==> src/rtl/fir_mac_sequencer.sv <==
// Time-multiplexed FIR filter: a single signed MAC is stepped over all taps for
// every accepted sample, then the result is held until the sink takes it.
module fir_mac_sequencer #(
    parameter int in_WIDTH      = 8,
    parameter int filter_LENGTH = 8,
    parameter int counter_size  = $clog2(filter_LENGTH),
    parameter int out_WIDTH     = in_WIDTH * 2 + counter_size + 1
) (
    input  logic                    clk,
    input  logic                    rst_n,
    input  logic                    coef_we,
    input  logic [counter_size-1:0] coef_addr,
    input  logic [in_WIDTH-1:0]     coef_data,
    input  logic                    clear_hist,
    input  logic                    in_valid,
    input  logic [in_WIDTH-1:0]     in_data,
    output logic                    in_ready,
    output logic                    out_valid,
    output logic [out_WIDTH-1:0]    out_data,
    input  logic                    out_ready,
    output logic                    busy,
    output logic [1:0]              dbg_state
);

    localparam logic [1:0] S_IDLE = 2'd0;
    localparam logic [1:0] S_MAC  = 2'd1;
    localparam logic [1:0] S_DONE = 2'd2;
    localparam logic [counter_size-1:0] LAST_TAP = counter_size'(filter_LENGTH - 1);

    // Handshakes: a transfer happens on a rising edge where valid && ready are both
    // high; valid never waits on ready, and a raised out_valid holds with stable data.
    logic [1:0]                  state_q, state_d;
    logic [counter_size-1:0]     tap_q, tap_d;
    logic signed [out_WIDTH-1:0] acc_q, acc_d;
    logic [out_WIDTH-1:0]        out_data_q, out_data_d;
    logic                        out_valid_q, out_valid_d;
    logic signed [in_WIDTH-1:0]  coef_q [filter_LENGTH];
    logic signed [in_WIDTH-1:0]  coef_d [filter_LENGTH];
    logic signed [in_WIDTH-1:0]  x_q    [filter_LENGTH];
    logic signed [in_WIDTH-1:0]  x_d    [filter_LENGTH];

    logic signed [2*in_WIDTH-1:0] prod;
    logic signed [out_WIDTH-1:0]  acc_sum;
    logic                         accept;

    assign in_ready  = rst_n && (state_q == S_IDLE);
    assign accept    = in_valid && in_ready;
    assign out_valid = out_valid_q;
    assign out_data  = out_data_q;
    assign busy      = (state_q != S_IDLE);
    assign dbg_state = state_q;

    // Operands are sign-extended to the full product width before multiplying.
    assign prod    = (2*in_WIDTH)'(coef_q[tap_q]) * (2*in_WIDTH)'(x_q[tap_q]);
    assign acc_sum = acc_q + out_WIDTH'(prod);

    always_comb begin
        state_d     = state_q;
        tap_d       = tap_q;
        acc_d       = acc_q;
        out_data_d  = out_data_q;
        out_valid_d = out_valid_q;
        coef_d      = coef_q;
        x_d         = x_q;
        case (state_q)
            S_IDLE: begin
                for (int k = 0; k < filter_LENGTH; k++) begin
                    if (coef_we && coef_addr == counter_size'(k)) coef_d[k] = coef_data;
                    if (clear_hist) x_d[k] = '0;
                end
                if (accept) begin
                    x_d[0] = in_data;
                    for (int k = 1; k < filter_LENGTH; k++) begin
                        x_d[k] = clear_hist ? '0 : x_q[k-1];
                    end
                    acc_d   = '0;
                    tap_d   = '0;
                    state_d = S_MAC;
                end
            end
            S_MAC: begin
                acc_d = acc_sum;
                tap_d = tap_q + 1'b1;
                if (tap_q == LAST_TAP) begin
                    out_data_d  = acc_sum;
                    out_valid_d = 1'b1;
                    tap_d       = '0;
                    state_d     = S_DONE;
                end
            end
            S_DONE: begin
                if (out_ready) begin
                    out_valid_d = 1'b0;
                    state_d     = S_IDLE;
                end
            end
            default: state_d = S_IDLE;
        endcase
    end

    always_ff @(posedge clk or negedge rst_n) begin
        if (!rst_n) begin
            state_q     <= S_IDLE;
            tap_q       <= '0;
            acc_q       <= '0;
            out_data_q  <= '0;
            out_valid_q <= 1'b0;
            for (int k = 0; k < filter_LENGTH; k++) begin
                coef_q[k] <= '0;
                x_q[k]    <= '0;
            end
        end else begin
            state_q     <= state_d;
            tap_q       <= tap_d;
            acc_q       <= acc_d;
            out_data_q  <= out_data_d;
            out_valid_q <= out_valid_d;
            coef_q      <= coef_d;
            x_q         <= x_d;
        end
    end

endmodule

==> config.mk <==
export PLATFORM = sky130hd
export DESIGN_NAME = fir_mac_sequencer
export DESIGN_NICKNAME = d
export VERILOG_FILES = /design/src/rtl/fir_mac_sequencer.sv
export SDC_FILE = /design/constraint.sdc
export NUM_CORES = 1
export LEC_CHECK = 0
export CORE_MARGIN = 5
export CORE_UTILIZATION = 59
export CTS_CLUSTER_DIAMETER = 100
export DETAILED_ROUTE_END_ITERATION = 16
export PLACE_DENSITY = 0.88
export SYNTH_ARGS = -nofsm -noshare
export SYNTH_HDL_FRONTEND = slang
export SYNTH_SLANG_ARGS = --single-unit
==> constraint.sdc <==
create_clock -name clk -period 7.7 [get_ports clk]
set_input_delay 2.31 -clock clk [delete_from_list [all_inputs] [get_ports clk]]
set_output_delay 2.31 -clock clk [all_outputs]
set_load 0.03 [all_outputs]
==> results.py, run 1 <==
metrics = {
    "run_status": {
        "status": "complete, no violations",
    },
    "die": {
        "core_um2": 18000,
        "die-area_um2": 21200,
        "die_h_um": 146,
        "dieWidth_um": 146,
        "rows": 49,
        "start_util_pct": 60.1,
        "io_pins": 50,
    },
    "sta": {
        "finalCritPeriodShare_pct": 90.9,
        "maxSlewViolCount": 0,
        "finClkSkew_ns": 0.0126,
        "maxSlewHeadroom_pct": 15.4,
        "fin_tns_setup_ns": 0,
        "setup_viol": 0,
        "min_period_ns": 7.00,
        "rsz0062_at_grt": "false",
        "max_freq_mhz": 143,
        "finalHoldViolCount": 0,
        "worst_pin_slew_ns": 1.27,
    },
    "pwr": {
        "p_comb_share_pct": 55.7,
        "p_switching_mw": 2.19,
        "ir_drop_uv": 256,
        "powerDensity_nw_per_um2": 424,
        "power.leakage_nw": 5.87,
        "pwr-share-clk_pct": 16.5,
        "power.share.switching_pct": 42.3,
        "p_int_mw": 2.98,
        "pwr-share-seq_pct": 27.8,
    },
    "global_route": {
        "grt_pass1_vias": 7611,
        "grtUsageTotal_pct": 23.1,
        "grt-ovfl-total": 0,
        "grt_max_degree": 69,
        "grt_pass1_wl_um": 39600,
        "antenna_found_initial": 0,
    },
    "routing": {
        "drt-initial-drc-count": 555,
        "vias": 7056,
        "wl_per_cell_um": 20.3,
        "routed_wl_um": 23300,
        "drt_first_pass_iters": 5,
        "vias_per_cell": 6.15,
        "drc": 0,
        "ant_nets": 0,
    },
    "clocking": {
        "post-cts-setup-buffers": 0,
        "h-tree-depth": 4,
        "tritoncts": "yes",
        "path_clk_slew_ns": 0.07,
        "postCtsHoldBufs": 0,
        "cts_resized": 0,
        "cts_root_buffer": "clkbuf_16",
        "clock_latency_ns": 0.43,
        "clk_path_buf_depth": 2,
        "numCtsBuffers": 17,
        "clock-sinks": 174,
    },
    "worst_hold_path": {
        "hp-class": "reg2reg",
    },
    "synth": {
        "synth_edf_count": 0,
        "synth_top_area_share_pct": 40.2,
        "netlist_area_um2": 10800,
        "syn_inst": 858,
        "synth.area.top_cells": "dfrtp_1, fa_1, mux2_2, mux4_2, a22o_1",
        "ys_top_cells_by_count": "dfrtp_1, inv_1, fa_1",
        "async_flop_share_pct": 100,
        "ys_ff_latch": 174,
        "ys_types": 42,
        "synthFlopType": "dfrtp_1",
        "yosys.area.top_type": "dfrtp_1",
        "syn_avg_cell_area_um2": 12.6,
        "post-synth-top-count-cell": "dfrtp_1",
        "synth_nets": 1019,
        "ys_seq_area_share_pct": 40.2,
        "yosys_warnings": 0,
    },
    "finish": {
        "multi_input_area_um2": 6000,
        "fillers": 1234,
        "final_layout_size_suffix_gt1_share_pct": 18.4,
        "antennaDiodeCount": 0,
        "stdcell_count": 1147,
        "nets": 1066,
        "regArea_um2": 4360,
        "syn_to_final_growth_pct": 12.5,
    },
    "worst_setup_path": {
        "crit_fanout": 19,
        "crit_type": "reg2reg",
        "crit_top_cell": "fa_1",
        "cpMaxStageDelayCell": "nor2b_1",
        "cpLargestDelayFamily": "adder cells",
        "slowest_delay_ns": 1.01,
        "worstSetupStartpointType": "register",
        "cp_data_required_time_ns": 8.01,
        "crit_path_end_kind": "register",
        "crit_arrival_ns": 7.31,
        "rrSetupSlack_ns": 0.70,
        "crit_chain": "buf_12, mux4_2, mux2_2, nor2b_1, fa_1, fa_1, fa_1, fa_1, ha_1, ha_1, a2111oi_0, o21ai_0, a21oi_1, o21bai_1, xnor2_1, mux2_2",
        "crit_buf_inv": 1,
    },
    "place": {
        "hpwl_um": 16300,
        "port_buffers": 49,
        "post-place-cells": 1115,
        "gp_congestion": 0.837,
    },
    "flow_run": {
        "max_cap_violations": 0,
    },
}
cell families after synthesis:
kind of cell	share of synthesized area [%]
buf+inv	4.64
fa+ha+maj	21.8
simple gates	6.05
flops	40.2
mux	16.3
compound gates	9.57
xor+xnor	1.45
worst register-to-register path: cells and delay by family (launching register included):
| kind | cells | cell delay [ns] |
|---|---|---|
| and+or+nand+nor | 1 | 1.01 |
| adders and majority gates | 6 | 2.79 |
| buffers and inverters | 1 | 0.28 |
| AOI/OAI and AO/OA | 4 | 1.15 |
| DFF | 1 | 0.72 |
| muxes | 3 | 0.80 |
| xor gates and xnor gates | 1 | 0.16 |
cell type report:
type                    instances  share of cell area [%]
multi-input cells             554                    49.2
flip-flops and latches        174                    35.7
repair buffers                 64                    5.06
clock buffers                  21                    3.78
inverters                      94                    2.89
well taps                     229                    2.35
clock inverters                11                   0.985
power groups by stage:
stage                     Combinational [mW]  Clock [mW]  Sequential (mW)
after CTS                               2.88       0.863             1.44
final                                   2.88       0.852             1.44
after floorplan                         2.02           0             1.44
after global placement                  2.69           0             1.43
after global routing                    3.18       0.901             1.47
after detailed placement                2.82           0             1.44
final timing paths:
check,from,end,cells after the start
setup / recovery,tap_q[0]$_DFFE_PN0P_,out_data[19]$_DFFE_PN0P_,16
hold / removal,out_data[5]$_DFFE_PN0P_,out_data[5]$_DFFE_PN0P_,2
setup reg to reg,tap_q[0]$_DFFE_PN0P_,out_data[19]$_DFFE_PN0P_,16
hold reg to reg,out_data[5]$_DFFE_PN0P_,out_data[5]$_DFFE_PN0P_,2
max in group asynchronous,rst_n,x_q[16]$_DFFE_PN0P_,3
min in group asynchronous,rst_n,x_q[58]$_DFFE_PN0P_,1
cells in the final DEF, fill, tap and decap left out, drive strengths merged, types with 15 or more instances in the layout:
cell type      count
nor2              40
ha                48
o21ai             20
inv              101
buf               16
clkbuf            21
mux2              80
a22o              72
nand2             41
fa                88
nor2b             15
dfrtp            174
clkdlybuf4s50     48
nand2b            15
mux2i             15
mux4              32
registers in the layout, indices dropped and copies added (netlist names):
signal     cells
acc_q         20
coef_q        64
out_data      20
tap_q          3
out_valid      1
dbg_state      2
x_q           64
layer usage:
layer  part of all wire, %  global-route usage (%)
met5                     0                       0
met4                   2.9                    8.16
met3                   6.5                    5.64
met2                    50                    37.9
met1                    41                    30.5
per-stage QoR:
step	area (µm²)	setup WS (ns)	total power [mW]	hold slack [ns]	util [%]
6_report	12200	0.704	5.17	0.478	67.6
5_1_grt	12200	0.327	5.55	0.499	67.6
4_1_cts	12200	0.678	5.18	0.484	67.6
3_5_place_dp	11600	0.737	4.26	0.470	64.4
3_3_place_gp	11600	0.983	4.12	0.461	64.4
2_1_floorplan	10800	1.10	3.46	0.468	-
Note: power is estimated with default switching activity, not from simulation.
==> run 2: changes to the inputs <==
--- a/config.mk
+++ b/config.mk
@@ -5,6 +5,7 @@
 export SDC_FILE = /design/constraint.sdc
 export NUM_CORES = 1
 export LEC_CHECK = 0
+export ABC_AREA = 1
 export CORE_MARGIN = 5
 export CORE_UTILIZATION = 59
 export CTS_CLUSTER_DIAMETER = 100
==> run 2 against run 1 <==
  * Fmax up 7.0%
  * Count of clock-buffer cells in the layout is 4 lower
  * Critical path depth rose by 7
==> results.py, run 2 <==
metrics = {
    "run_status": {
        "status": "complete, no violations",
    },
    "worst_setup_path": {
        "slowest_delay_ns": 0.69,
        "r2r_end": "acc_q[10]$_DFFE_PN0P_",
        "crit_fanout": 42,
        "cp_data_required_time_ns": 8.04,
        "cpLargestDelayFamily": "adder cells",
        "worstReg2RegStart": "tap_q[1]$_DFFE_PN0P_",
        "cpMaxStageDelayCell": "dfrtp_1",
        "crit_top_cell": "fa_1",
        "crit_chain": "buf_4, o21ai_0, o21ai_1, inv_1, o21ai_2, inv_2, nor2_2, buf_4, inv_1, fa_1, inv_1, fa_1, fa_1, fa_1, fa_1, ha_1, a21oi_1, inv_1, nand2_1, nand3_1, or2_2, nand3_1, nand2_1",
        "worstSetupStartpointType": "register",
        "crit_type": "reg2reg",
        "rrSetupSlack_ns": 1.16,
        "reg2regPathDepth": 23,
        "crit_buf_inv": 7,
        "crit_arrival_ns": 6.88,
        "crit_path_end_kind": "register",
    },
    "global_route": {
        "grt_pass1_wl_um": 52200,
        "grt_pass1_vias": 10600,
        "grtUsageTotal_pct": 27.0,
        "antenna_found_initial": 0,
        "grt_max_degree": 67,
        "grt-ovfl-total": 0,
    },
    "place": {
        "post-place-cells": 1724,
        "port_buffers": 49,
        "dp_slack_ns": 1.33,
        "gp_congestion": 0.935,
        "hpwl_um": 20900,
    },
    "synth": {
        "ys_seq_area_share_pct": 35.9,
        "post-synth-top-count-cell": "nand2_1",
        "synth.area.top_cells": "dfrtp_1, fa_1, nand2_1, inv_1, o21ai_0",
        "ys_ff_latch": 174,
        "ys_top_cells_by_count": "nand2_1, inv_1, dfrtp_1",
        "syn_avg_cell_area_um2": 8.30,
        "netlist_area_um2": 12100,
        "yosys_warnings": 0,
        "synth_nets": 1623,
        "syn_inst": 1462,
        "ys_types": 41,
        "async_flop_share_pct": 100,
        "synth_edf_count": 0,
        "synth_top_area_share_pct": 35.9,
        "yosys.area.top_type": "dfrtp_1",
        "synthFlopType": "dfrtp_1",
    },
    "die": {
        "rows": 52,
        "core_um2": 20200,
        "die-area_um2": 23500,
        "start_util_pct": 60.0,
        "die_h_um": 153,
        "dieWidth_um": 153,
        "io_pins": 50,
    },
    "sta": {
        "fin_tns_setup_ns": 0,
        "setup_ws_ns": 1.16,
        "rsz0062_at_grt": "false",
        "maxSlewViolCount": 0,
        "finalCritPeriodShare_pct": 84.9,
        "maxSlewHeadroom_pct": 12.3,
        "finClkSkew_ns": 0.0235,
        "finalHoldViolCount": 0,
        "min_period_ns": 6.54,
        "hold-worst-slack_ns": 0.486,
        "max_freq_mhz": 153,
        "setup_viol": 0,
        "worst_pin_slew_ns": 1.31,
    },
    "finish": {
        "fillers": 1601,
        "nets": 1634,
        "syn_to_final_growth_pct": 9.42,
        "regArea_um2": 4350,
        "final_cell_mix": "nand2_1, inv_1, dfrtp_1",
        "top_regs": "coef_q: 64 flops, x_q: 64 flops",
        "antennaDiodeCount": 0,
        "multi_input_area_um2": 6480,
        "final_layout_size_suffix_gt1_share_pct": 6.53,
        "layout_commonest_cell": "nand2_1",
        "stdcell_count": 1756,
    },
    "routing": {
        "drt_first_pass_iters": 6,
        "dr.max_layer_used": "met4",
        "vias_per_cell": 5.85,
        "route.met3.wl_um": 2400,
        "wl_per_cell_um": 17.5,
        "wl_met2_um": 14900,
        "drc": 0,
        "met1_length_um": 12400,
        "drt-initial-drc-count": 1034,
        "ant_nets": 0,
        "routed_wl_um": 30800,
        "vias": 10300,
    },
    "worst_hold_path": {
        "hold_depth": 2,
        "min_to": "coef_q[21]$_DFFE_PN0P_",
        "hp-class": "reg2reg",
        "min_from": "coef_q[21]$_DFFE_PN0P_",
    },
    "clocking": {
        "clk_path_buf_depth": 2,
        "postCtsHoldBufs": 0,
        "numCtsBuffers": 17,
        "tritoncts": "yes",
        "clock_latency_ns": 0.45,
        "h-tree-depth": 4,
        "post-cts-setup-buffers": 0,
        "path_clk_slew_ns": 0.07,
        "cts_resized": 0,
        "clock-sinks": 174,
        "cts_root_buffer": "clkbuf_16",
    },
    "flow_run": {
        "max_cap_violations": 0,
    },
}
[run 2: cell count changes after synthesis, sizes merged, moves of 72 or more]
cell | previous run | this run
nand2 | 41 | 288
o21ai | 20 | 199
inv | 94 | 247
mux2 | 80 | 0
nor2 | 40 | 113
a22o | 72 | 0
[run 2: how the worst max path moves through the flow]
| stage | depth (start not counted) | to | slack, ns | startpoint |
|---|---|---|---|---|
| after detailed placement | 26 | out_data[19]$_DFFE_PN0P_ | 1.33 | tap_q[0]$_DFFE_PN0P_ |
| after CTS | 23 | acc_q[10]$_DFFE_PN0P_ | 1.21 | tap_q[1]$_DFFE_PN0P_ |
| after global routing | 23 | out_data[10]$_DFFE_PN0P_ | 0.72 | tap_q[1]$_DFFE_PN0P_ |
| final | 23 | acc_q[10]$_DFFE_PN0P_ | 1.16 | tap_q[1]$_DFFE_PN0P_ |
| after floorplan | 24 | acc_q[12]$_DFFE_PN0P_ | 2.03 | tap_q[1]$_DFFE_PN0P_ |
| after global placement | 26 | out_data[19]$_DFFE_PN0P_ | 1.41 | tap_q[0]$_DFFE_PN0P_ |
[run 2: cells by family after synthesis]
family,Yosys count,synth area share (%)
AO/OA/AOI/OAI,328,15.5
XOR/XNOR,5,0.361
adder cells (fa/ha/maj),136,19.5
buffers and inverters,314,10.8
flip-flops,174,35.9
AND/OR/NAND/NOR,505,18.0
[run 2: per-layer routing]
layer | track usage (%) | vias up
li1 | - | 4720
met1 | 36.4 | 4949
met2 | 43.6 | 514
met3 | 4.66 | 96
met4 | 11.5 | 0
met5 | 0 | -
[run 2: tightest hold or removal path: stages, from the launching register on]
cell	delay (ns)
dfrtp_1	0.34
nand2_1	0.05
o21ai_0	0.06
[run 2: layout make-up]
cell class / count / share of cell area, %
multi-input combinational: 974 / 48.8
sequential: 174 / 32.8
clock inverter: 15 / 1.44
clock buffer: 17 / 3.20
inverter: 249 / 7.10
timing repair buffer: 57 / 4.16
tap: 270 / 2.54
[run 2: stage by stage]
stage	utilization [%]	area, µm²
after global placement	62.6	12700
after CTS	65.6	13300
after floorplan	-	12100
after global routing	65.6	13300
after detailed placement	62.6	12700
final	65.6	13300
Power of run 2 is not shown: default switching activity piles up to over one toggle a cycle in this logic, so the estimate is an artifact.
==> run 3: changes to the inputs <==
==> constraint.sdc (replaced) <==
create_clock -name clk -period 6.58 [get_ports clk]
set_input_delay 1.974 -clock clk [delete_from_list [all_inputs] [get_ports clk]]
set_output_delay 1.974 -clock clk [all_outputs]
set_load 0.03 [all_outputs]
==> run 3 against run 2 <==
  * Hold slack lost 0.0055 ns
  * Sequential share of layout area is essentially flat
  * Critical path type unchanged
  * Clock skew shrank 0.0095 ns
  * Register-to-register slack lost 0.83 ns
  * Global-route usage shrank 0.94 points
  * Utilization grew 0.099 points
  * Via count shrank 0.93%
  * First-iteration DRC count shrank 1.3%
  * Highest routed layer unchanged
  * Die area is the same
  * Wire length shrank 1.9%
  * Cell count grew 0.17%
  * Non-clock buffer count grew 4
  * Critical endpoint is now acc_q[12]$_DFFE_PN0P_
==> results.py, run 3 (same netlist as run 2, synthesis figures left out) <==
metrics = {
    "finish": {
        "final_cell_mix": "nand2_1, inv_1, dfrtp_1",
        "antennaDiodeCount": 0,
        "syn_to_final_growth_pct": 9.59,
        "final_layout_size_suffix_gt1_share_pct": 6.65,
        "nets": 1638,
        "layout_commonest_cell": "nand2_1",
        "top_regs": "coef_q: 64 flops, x_q: 64 flops",
    },
    "place": {
        "port_buffers": 49,
        "hpwl_um": 21000,
        "gp_congestion": 0.954,
    },
    "run_status": {
        "status": "complete, no violations",
    },
    "worst_setup_path": {
        "slowest_delay_ns": 0.58,
        "rrSetupSlack_ns": 0.33,
        "worstReg2RegStart": "tap_q[0]$_DFFE_PN0P_",
        "cp_data_required_time_ns": 6.91,
        "reg2regPathDepth": 24,
        "crit_type": "reg2reg",
        "r2r_end": "acc_q[12]$_DFFE_PN0P_",
        "crit_fanout": 30,
        "cpMaxStageDelayCell": "fa_1",
        "crit_path_end_kind": "register",
        "crit_buf_inv": 7,
        "crit_chain": "inv_2, buf_12, nor2_1, o21ai_1, inv_1, o21ai_2, inv_2, nor2_2, buf_4, inv_1, fa_1, inv_1, fa_1, fa_1, fa_1, fa_1, ha_1, a21oi_1, nand2_1, nand2_1, nand2_1, or2_2, nand3_1, nand2_1",
        "worstSetupStartpointType": "register",
        "crit_top_cell": "fa_1",
        "crit_arrival_ns": 6.58,
        "cpLargestDelayFamily": "adder cells",
    },
    "die": {
        "rows": 52,
        "dieWidth_um": 153,
        "io_pins": 50,
        "core_um2": 20200,
        "die_h_um": 153,
        "die-area_um2": 23500,
        "start_util_pct": 60.0,
    },
    "routing": {
        "ant_nets": 0,
        "wl_per_cell_um": 17.2,
        "vias": 10200,
        "drt_first_pass_iters": 6,
        "routed_wl_um": 30200,
        "vias_per_cell": 5.79,
        "drt-initial-drc-count": 1021,
        "drc": 0,
    },
    "clocking": {
        "clock_latency_ns": 0.44,
        "h-tree-depth": 4,
        "cts_root_buffer": "clkbuf_16",
        "tritoncts": "yes",
        "clock-sinks": 174,
        "postCtsHoldBufs": 0,
        "numCtsBuffers": 17,
        "clk_path_buf_depth": 2,
        "cts_resized": 0,
        "post-cts-setup-buffers": 0,
        "path_clk_slew_ns": 0.07,
    },
    "flow_run": {
        "max_cap_violations": 0,
    },
    "global_route": {
        "grt_pass1_vias": 10300,
        "antenna_found_initial": 0,
        "grt_pass1_wl_um": 50900,
        "grt-ovfl-total": 0,
        "grt_max_degree": 68,
        "grtUsageTotal_pct": 26.1,
    },
    "worst_hold_path": {
        "hp-class": "reg2reg",
        "min_to": "coef_q[51]$_DFFE_PN0P_",
        "hold_depth": 2,
        "min_from": "coef_q[51]$_DFFE_PN0P_",
    },
    "sta": {
        "finalCritPeriodShare_pct": 95.0,
        "min_period_ns": 6.25,
        "finClkSkew_ns": 0.0140,
        "finalHoldViolCount": 0,
        "worst_pin_slew_ns": 0.984,
        "max_freq_mhz": 160,
        "rsz0062_at_grt": "false",
        "maxSlewHeadroom_pct": 34.3,
        "fin_tns_setup_ns": 0,
        "maxSlewViolCount": 0,
        "setup_viol": 0,
    },
}
-- run 3: changes by cell type in the layout (fill, tap and decap cells not counted), moves of 2 or more --
cell      delta
inv_8        -2
clkbuf_8     +2
clkinv_8     -3
buf_12       +2
buf_4        +2
-- run 3: worst max path at each step --
stage / endpoint / slack (ns) / from / depth (start not counted)
after floorplan: acc_q[12]$_DFFE_PN0P_ / 0.91 / tap_q[1]$_DFFE_PN0P_ / 24
after global placement: out_data[12]$_DFFE_PN0P_ / 0.70 / tap_q[0]$_DFFE_PN0P_ / 24
after detailed placement: out_data[12]$_DFFE_PN0P_ / 0.46 / tap_q[1]$_DFFE_PN0P_ / 23
after CTS: out_data[12]$_DFFE_PN0P_ / 0.39 / tap_q[0]$_DFFE_PN0P_ / 24
after global routing: out_data[18]$_DFFE_PN0P_ / 0.07 / tap_q[0]$_DFFE_PN0P_ / 26
final: acc_q[12]$_DFFE_PN0P_ / 0.33 / tap_q[0]$_DFFE_PN0P_ / 24
-- run 3: final cells by class --
| cell class | instances | area (µm²) |
|---|---|---|
| Clock buffer | 20 | 457 |
| Clock inverter | 11 | 125 |
| Fill cell | 1547 | 6940 |
| Inverter | 249 | 942 |
| Multi-Input combinational cell | 974 | 6480 |
| Sequential cell | 174 | 4350 |
| Tap cell | 270 | 338 |
| Timing Repair Buffer | 61 | 607 |
-- run 3: tightest hold or removal path: stages (launching register included) --
cell	delay, ns
dfrtp_1	0.34
nand2_1	0.05
o21ai_0	0.05
-- run 3: metrics by stage --
| stage | instance area, µm² | setup WS [ns] | cells | utilization [%] | hold slack (ns) |
|---|---|---|---|---|---|
| final | 13300 | 0.331 | 1759 | 65.7 | 0.481 |
| after global routing | 13300 | 0.0729 | 1759 | 65.7 | 0.512 |
| after CTS | 13300 | 0.390 | 1759 | 65.7 | 0.485 |
| after detailed placement | 12700 | 0.460 | 1728 | 62.8 | 0.465 |
| after global placement | 12700 | 0.701 | 1728 | 62.8 | 0.460 |
| after floorplan | 12100 | 0.909 | 1462 | - | 0.448 |
-- run 3: metal layers --
| metal | global-route usage, % | vias to the layer above | wire length [µm] |
|---|---|---|---|
| li1 | - | 4722 | - |
| met4 | 9.00 | 0 | 738 |
| met3 | 4.50 | 82 | 2390 |
| met1 | 35.5 | 4905 | 12500 |
| met5 | 0 | - | 0 |
| met2 | 42.7 | 474 | 14600 |
Power of run 3 is left out for the same reason.
==> edit 1: new RTL, settings of run 2 <==
`out_data_q` no longer has a reset.
--- a/src/rtl/fir_mac_sequencer.sv
+++ b/src/rtl/fir_mac_sequencer.sv
@@ -105,3 +105,2 @@
             acc_q       <= '0;
-            out_data_q  <= '0;
             out_valid_q <= 1'b0;
@@ -115,3 +114,2 @@
             acc_q       <= acc_d;
-            out_data_q  <= out_data_d;
             out_valid_q <= out_valid_d;
@@ -122,2 +120,6 @@
 
+    always_ff @(posedge clk) begin
+        out_data_q <= out_data_d;
+    end
+
 endmodule
Formal check against the unedited RTL: not equivalent (a bounded check fails within 10 cycles, from zero or initial values and one cycle with rst_n low; the reset may be asserted at any time).
==> edit 1 against run 2 <==
Design area decreased by 0.18%; die area fell by 0.35%; critical path depth is 3 higher; routed wire length is 5.2% lower; synthesized area fell by 0.37%; cell count down 2.3%; sequential cell count is the same; setup slack got worse by 0.25 ns; critical path type unchanged; critical endpoint is now out_data[17]; largest cell class unchanged.
Power is left out: the tool's default activity adds up to more than one toggle a clock period on the data nets, which glitch-free logic cannot reach.
==> edit 1: results (changes against run 2) <==
metric	value	unit	change
Net Count, Synth	1576		-2.9%
Clock Latency Late Sink	0.44	ns	
first-pass GRT wire length	49760	µm	-4.6%
fraction of registers with async set/reset	88.51	%	-11 points
TritonRoute pass-1 iters	8		+2
Synth Area in Compound Gates	15.73	%	+0.23 points
share of layout cells above drive strength 1	6.851	%	+0.32 points
Post-CTS Setup Inserts	0		unchanged
CP arrival	6.98	ns	+0.10 ns
Max Root-Sink Buffers	2		unchanged
H-tree level count	4		unchanged
register area share after synthesis	36.84	%	+0.96 points
Buffers on Ports	49		unchanged
GP Congestion	0.9345		about the same
biggest regs	coef_q x64, x_q x64		
wirelength, routed	29140	µm	-5.2%
multiplexer area fraction after synthesis	0	%	unchanged
largest net degree at the start of global routing	81		+21%
synth unique cells	45		+9.8%
vias in the first global route	10289		-2.9%
Worst Clk Skew	0.01273	ns	-0.01078 ns
run status	completed		
ant diodes	0		unchanged
Root Driver	clkbuf_16		
cts bufs inserted	17		unchanged
Worst-path clk slew	0.07	ns	about the same
synth cell count leaders	nand2_1, inv_1, dfrtp_1, nor2_1, fa_1		
GRT Resource Usage Total	25.67	%	-1.3 points
Fillers	1547		-3.4%
vias per inst	5.841		-0.22%
initial antenna violation count	0		unchanged
Synthesis Warnings	0		unchanged
DR iter-0 viols	1064		+2.9%
Hold Path Class	flop to flop		
Worst-Margin Slew	1.105	ns	-0.2087 ns
Synth Area in Adders	19.54	%	+0.073 points
post_cts resized	0		unchanged
Final HPWL DP	19820	µm	-5.2%
number of flops mapped to enable cells by yosys	20		+20
CP max FO	22		-48%
Synth area leaders	dfrtp_1, fa_1, nand2_1, inv_1, edfxtp_1		
XOR/XNOR Fraction of Synth Area	0.5071	%	+0.15 points
R2R setup slack	0.91	ns	-0.25 ns
edit 1: changes by cell type after synthesis, sizes merged, moves of 13 or more:
cell,change
o21ai,-15
edfxtp,+20
dfrtp,-20
nand2,-28
nand3,-20
o221ai,+13
edit 1: cell type report:
| type | count | area share (%) |
|---|---|---|
| Clock buffer | 21 | 3.559 |
| Clock inverter | 10 | 0.7740 |
| Inverter | 254 | 7.231 |
| Multi-Input combinational cell | 924 | 47.84 |
| Sequential cell | 174 | 33.60 |
| Tap cell | 270 | 2.549 |
| Timing Repair Buffer | 62 | 4.446 |
edit 1: critical path, cell delays in order, from the launching register on:
cell and delay, ns:
dfrtp_1 0.87, inv_1 0.42, a21oi_1 0.20, o21ai_0 0.10
nand2_1 0.09, nand2_1 0.05, o21ai_1 0.22, inv_2 0.17
nor2_4 0.17, inv_2 0.07, fa_1 0.71, inv_1 0.10
fa_1 0.61, inv_1 0.13, fa_1 0.49, inv_1 0.05
fa_1 0.44, ha_1 0.29, ha_1 0.40, nand2_1 0.14
nor2_1 0.15, inv_1 0.07, nor3_1 0.17, nand2_1 0.13
nand2_1 0.10, nand2_1 0.07, and2_1 0.15
edit 1: path summary, 6_finish.rpt:
check | startpoint | endpoint | depth (start not counted)
min in group asynchronous | rst_n | x_q[61] | 2
min reg2reg | coef_q[53] | coef_q[53] | 2
min | coef_q[53] | coef_q[53] | 2
max | tap_q[1] | out_data[17] | 26
max reg2reg | tap_q[1] | out_data[17] | 26
max in group asynchronous | rst_n | coef_q[38] | 3
edit 1: metrics by stage:
step | setup WS (ns) | std cells | hold WS, ns | instance area [µm²]
after detailed placement | 1.063 | 1684 | 0.4728 | 12680
after floorplan | 2.222 | 1415 | 0.4535 | 12090
after global routing | 0.5462 | 1715 | 0.5060 | 13260
after CTS | 1.017 | 1715 | 0.4905 | 13260
after global placement | 1.271 | 1684 | 0.4660 | 12680
final | 0.9145 | 1715 | 0.4891 | 13260
edit 1: cells by family after synthesis:
group | count (synthesis)
AND/OR/NAND/NOR | 461
AO/OA/AOI/OAI | 320
buffers and inverters | 317
flip-flops | 174
XOR/XNOR | 7
adder cells (fa/ha/maj) | 136
edit 1: layer usage:
| metal | up-vias | GRT usage (%) | routed length [µm] |
|---|---|---|---|
| met5 | - | 0 | 0 |
| met4 | 0 | 12.90 | 1314 |
| met3 | 119 | 4.213 | 1912 |
| met2 | 467 | 43.24 | 14760 |
| met1 | 4842 | 32.18 | 11150 |
| li1 | 4589 | - | - |
==> edit 2: new RTL, settings of run 2 <==
Made on the original files. Set the parameter `in_WIDTH` to 10 (it was 8).
--- a/src/rtl/fir_mac_sequencer.sv
+++ b/src/rtl/fir_mac_sequencer.sv
@@ -3,3 +3,3 @@
 module fir_mac_sequencer #(
-    parameter int in_WIDTH      = 8,
+    parameter int in_WIDTH      = 10,
     parameter int filter_LENGTH = 8,
Ports: changed (resized coef_data, in_data and out_data); port bits go from 50 to 58. No check against the original RTL was run, so the function may have changed too.
==> edit 2 against run 2 <==
Global-route usage shrank 0.76 points; design area grew 31%; routed wire length grew 28%; setup slack worse by 0.37 ns; sequential cell count rose by 40; maximum frequency fell by 5.3%; synthesized area grew 31%; highest routed layer unchanged; count of clock-buffer cells in the layout grew 19.
Power is left out: the tool's default activity adds up to more than one toggle a clock period on the data nets, which glitch-free logic cannot reach.
==> edit 2: results (changes against run 2) <==
metric	value	unit	change
first-pass GRT wire length	66740	µm	+28%
DR iter-0 viols	1321		+28%
syn avg cell area	7.843	µm²	-5.5%
Worst-path clk slew	0.06	ns	
GP Congestion	0.9312		-0.43%
cts bufs inserted	24		+7
GRT Resource Usage Total	26.26	%	-0.76 points
# hold bufs at CTS	0		unchanged
Final HPWL DP	27350	µm	+31%
vias in the first global route	13795		+30%
Root Driver	clkbuf_16		
CP arrival	7.33	ns	+0.45 ns
TritonRoute pass-1 iters	6		unchanged
H-tree level count	1		-3
CP max stage cell	inv_2		
Main synth FF type	dfrtp_1		
CP Capture Point	acc_q[21]		
hold path startpoint	out_data[10]		
Placed Instances	2353		+36%
Net Count, Synth	2247		+38%
WL/cell	16.38	µm	-6.5%
CP max FO	52		+24%
WHS	0.4780	ns	-0.008100 ns
Buffers on Ports	57		+16%
family with the most delay on the worst path	adder cells		
Max Root-Sink Buffers	3		+1
Reg2Reg Depth	22		-4.3%
Hold Path Class	flop to flop		
Worst Clk Skew	0.009513	ns	-0.01400 ns
Worst Hold Endpoint	out_data[10]		
biggest regs	coef_q x80, x_q x80		
Fillers	2117		+32%
# nets final	2256		+38%
hold path depth	2		unchanged
Synth area leaders	dfrtp_1, fa_1, nand2_1, inv_1, o21ai_0		
Post-CTS Setup Inserts	0		unchanged
ant diodes	0		unchanged
post_cts resized	0		unchanged
synth cell count leaders	nand2_1, inv_1, dfrtp_1, o21ai_0, nor2_1		
Clock Latency Late Sink	0.54	ns	+0.09 ns
register area share after synthesis	33.65	%	-2.2 points
initial antenna violation count	0		unchanged
Synthesis Warnings	0		unchanged
vias per inst	5.620		-4.0%
share of layout cells above drive strength 1	5.501	%	-1.0 points
largest net degree at the start of global routing	145		+120%
run status	completed		
Worst Setup End Kind	flop		
R2R setup slack	0.80	ns	-0.37 ns
fraction of registers with async set/reset	100.0	%	unchanged
wirelength, routed	39220	µm	+28%
synth unique cells	41		unchanged
relative slew slack	38.66	%	+26 points
drt drc	0		unchanged
slowest cell delay on critical path	0.65	ns	-0.04 ns
CP Launch Point	tap_q[0]		
==> edit 2: cell types whose count changed in the layout (fill, tap and decap cells not counted), moves of 12 or more <==
cell	change
nor2_1	+65
o22ai_1	-12
nand3_1	-14
inv_1	+121
a22oi_1	-21
fa_1	+36
ha_1	+17
o211ai_1	+32
o21ai_0	+33
dfrtp_1	+38
nand2_1	+227
a21oi_1	+16
==> edit 2: routing by layer <==
layer | vias up | global-route usage, % | routed length [µm] | part of all wire (%)
met5 | - | 0 | 0 | 0
met4 | 0 | 7.885 | 1097 | 2.8
met3 | 75 | 5.002 | 2921 | 7.4
met2 | 491 | 44.06 | 19150 | 49
met1 | 6551 | 34.93 | 16050 | 41
li1 | 6344 | - | - | -
==> edit 2: area by class of cell <==
class	count	area (µm²)	share of cell area, %
clock buffers	36	715.7	4.114
clock inverters	6	85.08	0.4891
inverters	376	1411	8.113
multi-input cells	1354	8722	50.14
flip-flops and latches	214	5358	30.80
well taps	341	426.7	2.453
repair buffers	68	676.9	3.891
==> edit 2: kinds of logic after synthesis <==
kind of cell	Yosys count	share of synthesized area [%]
compound gates	379	13.99
xor+xnor	7	0.3853
fa+ha+maj	189	20.71
buf+inv	461	11.62
flops	214	33.65
simple gates	779	19.64
==> edit 2: stage by stage <==
stage | setup WS (ns) | cell area [µm²]
2_1_floorplan | 2.234 | 15910
3_3_place_gp | 0.9765 | 16590
3_5_place_dp | 0.9449 | 16590
4_1_cts | 0.9087 | 17400
5_1_grt | 0.4312 | 17400
6_report | 0.7960 | 17400
==> edit 2: worst min-delay path: cells and delay by family, from the launching register on <==
kind	cells	cell delay [ns]
flops	1	0.34
simple gates	2	0.11
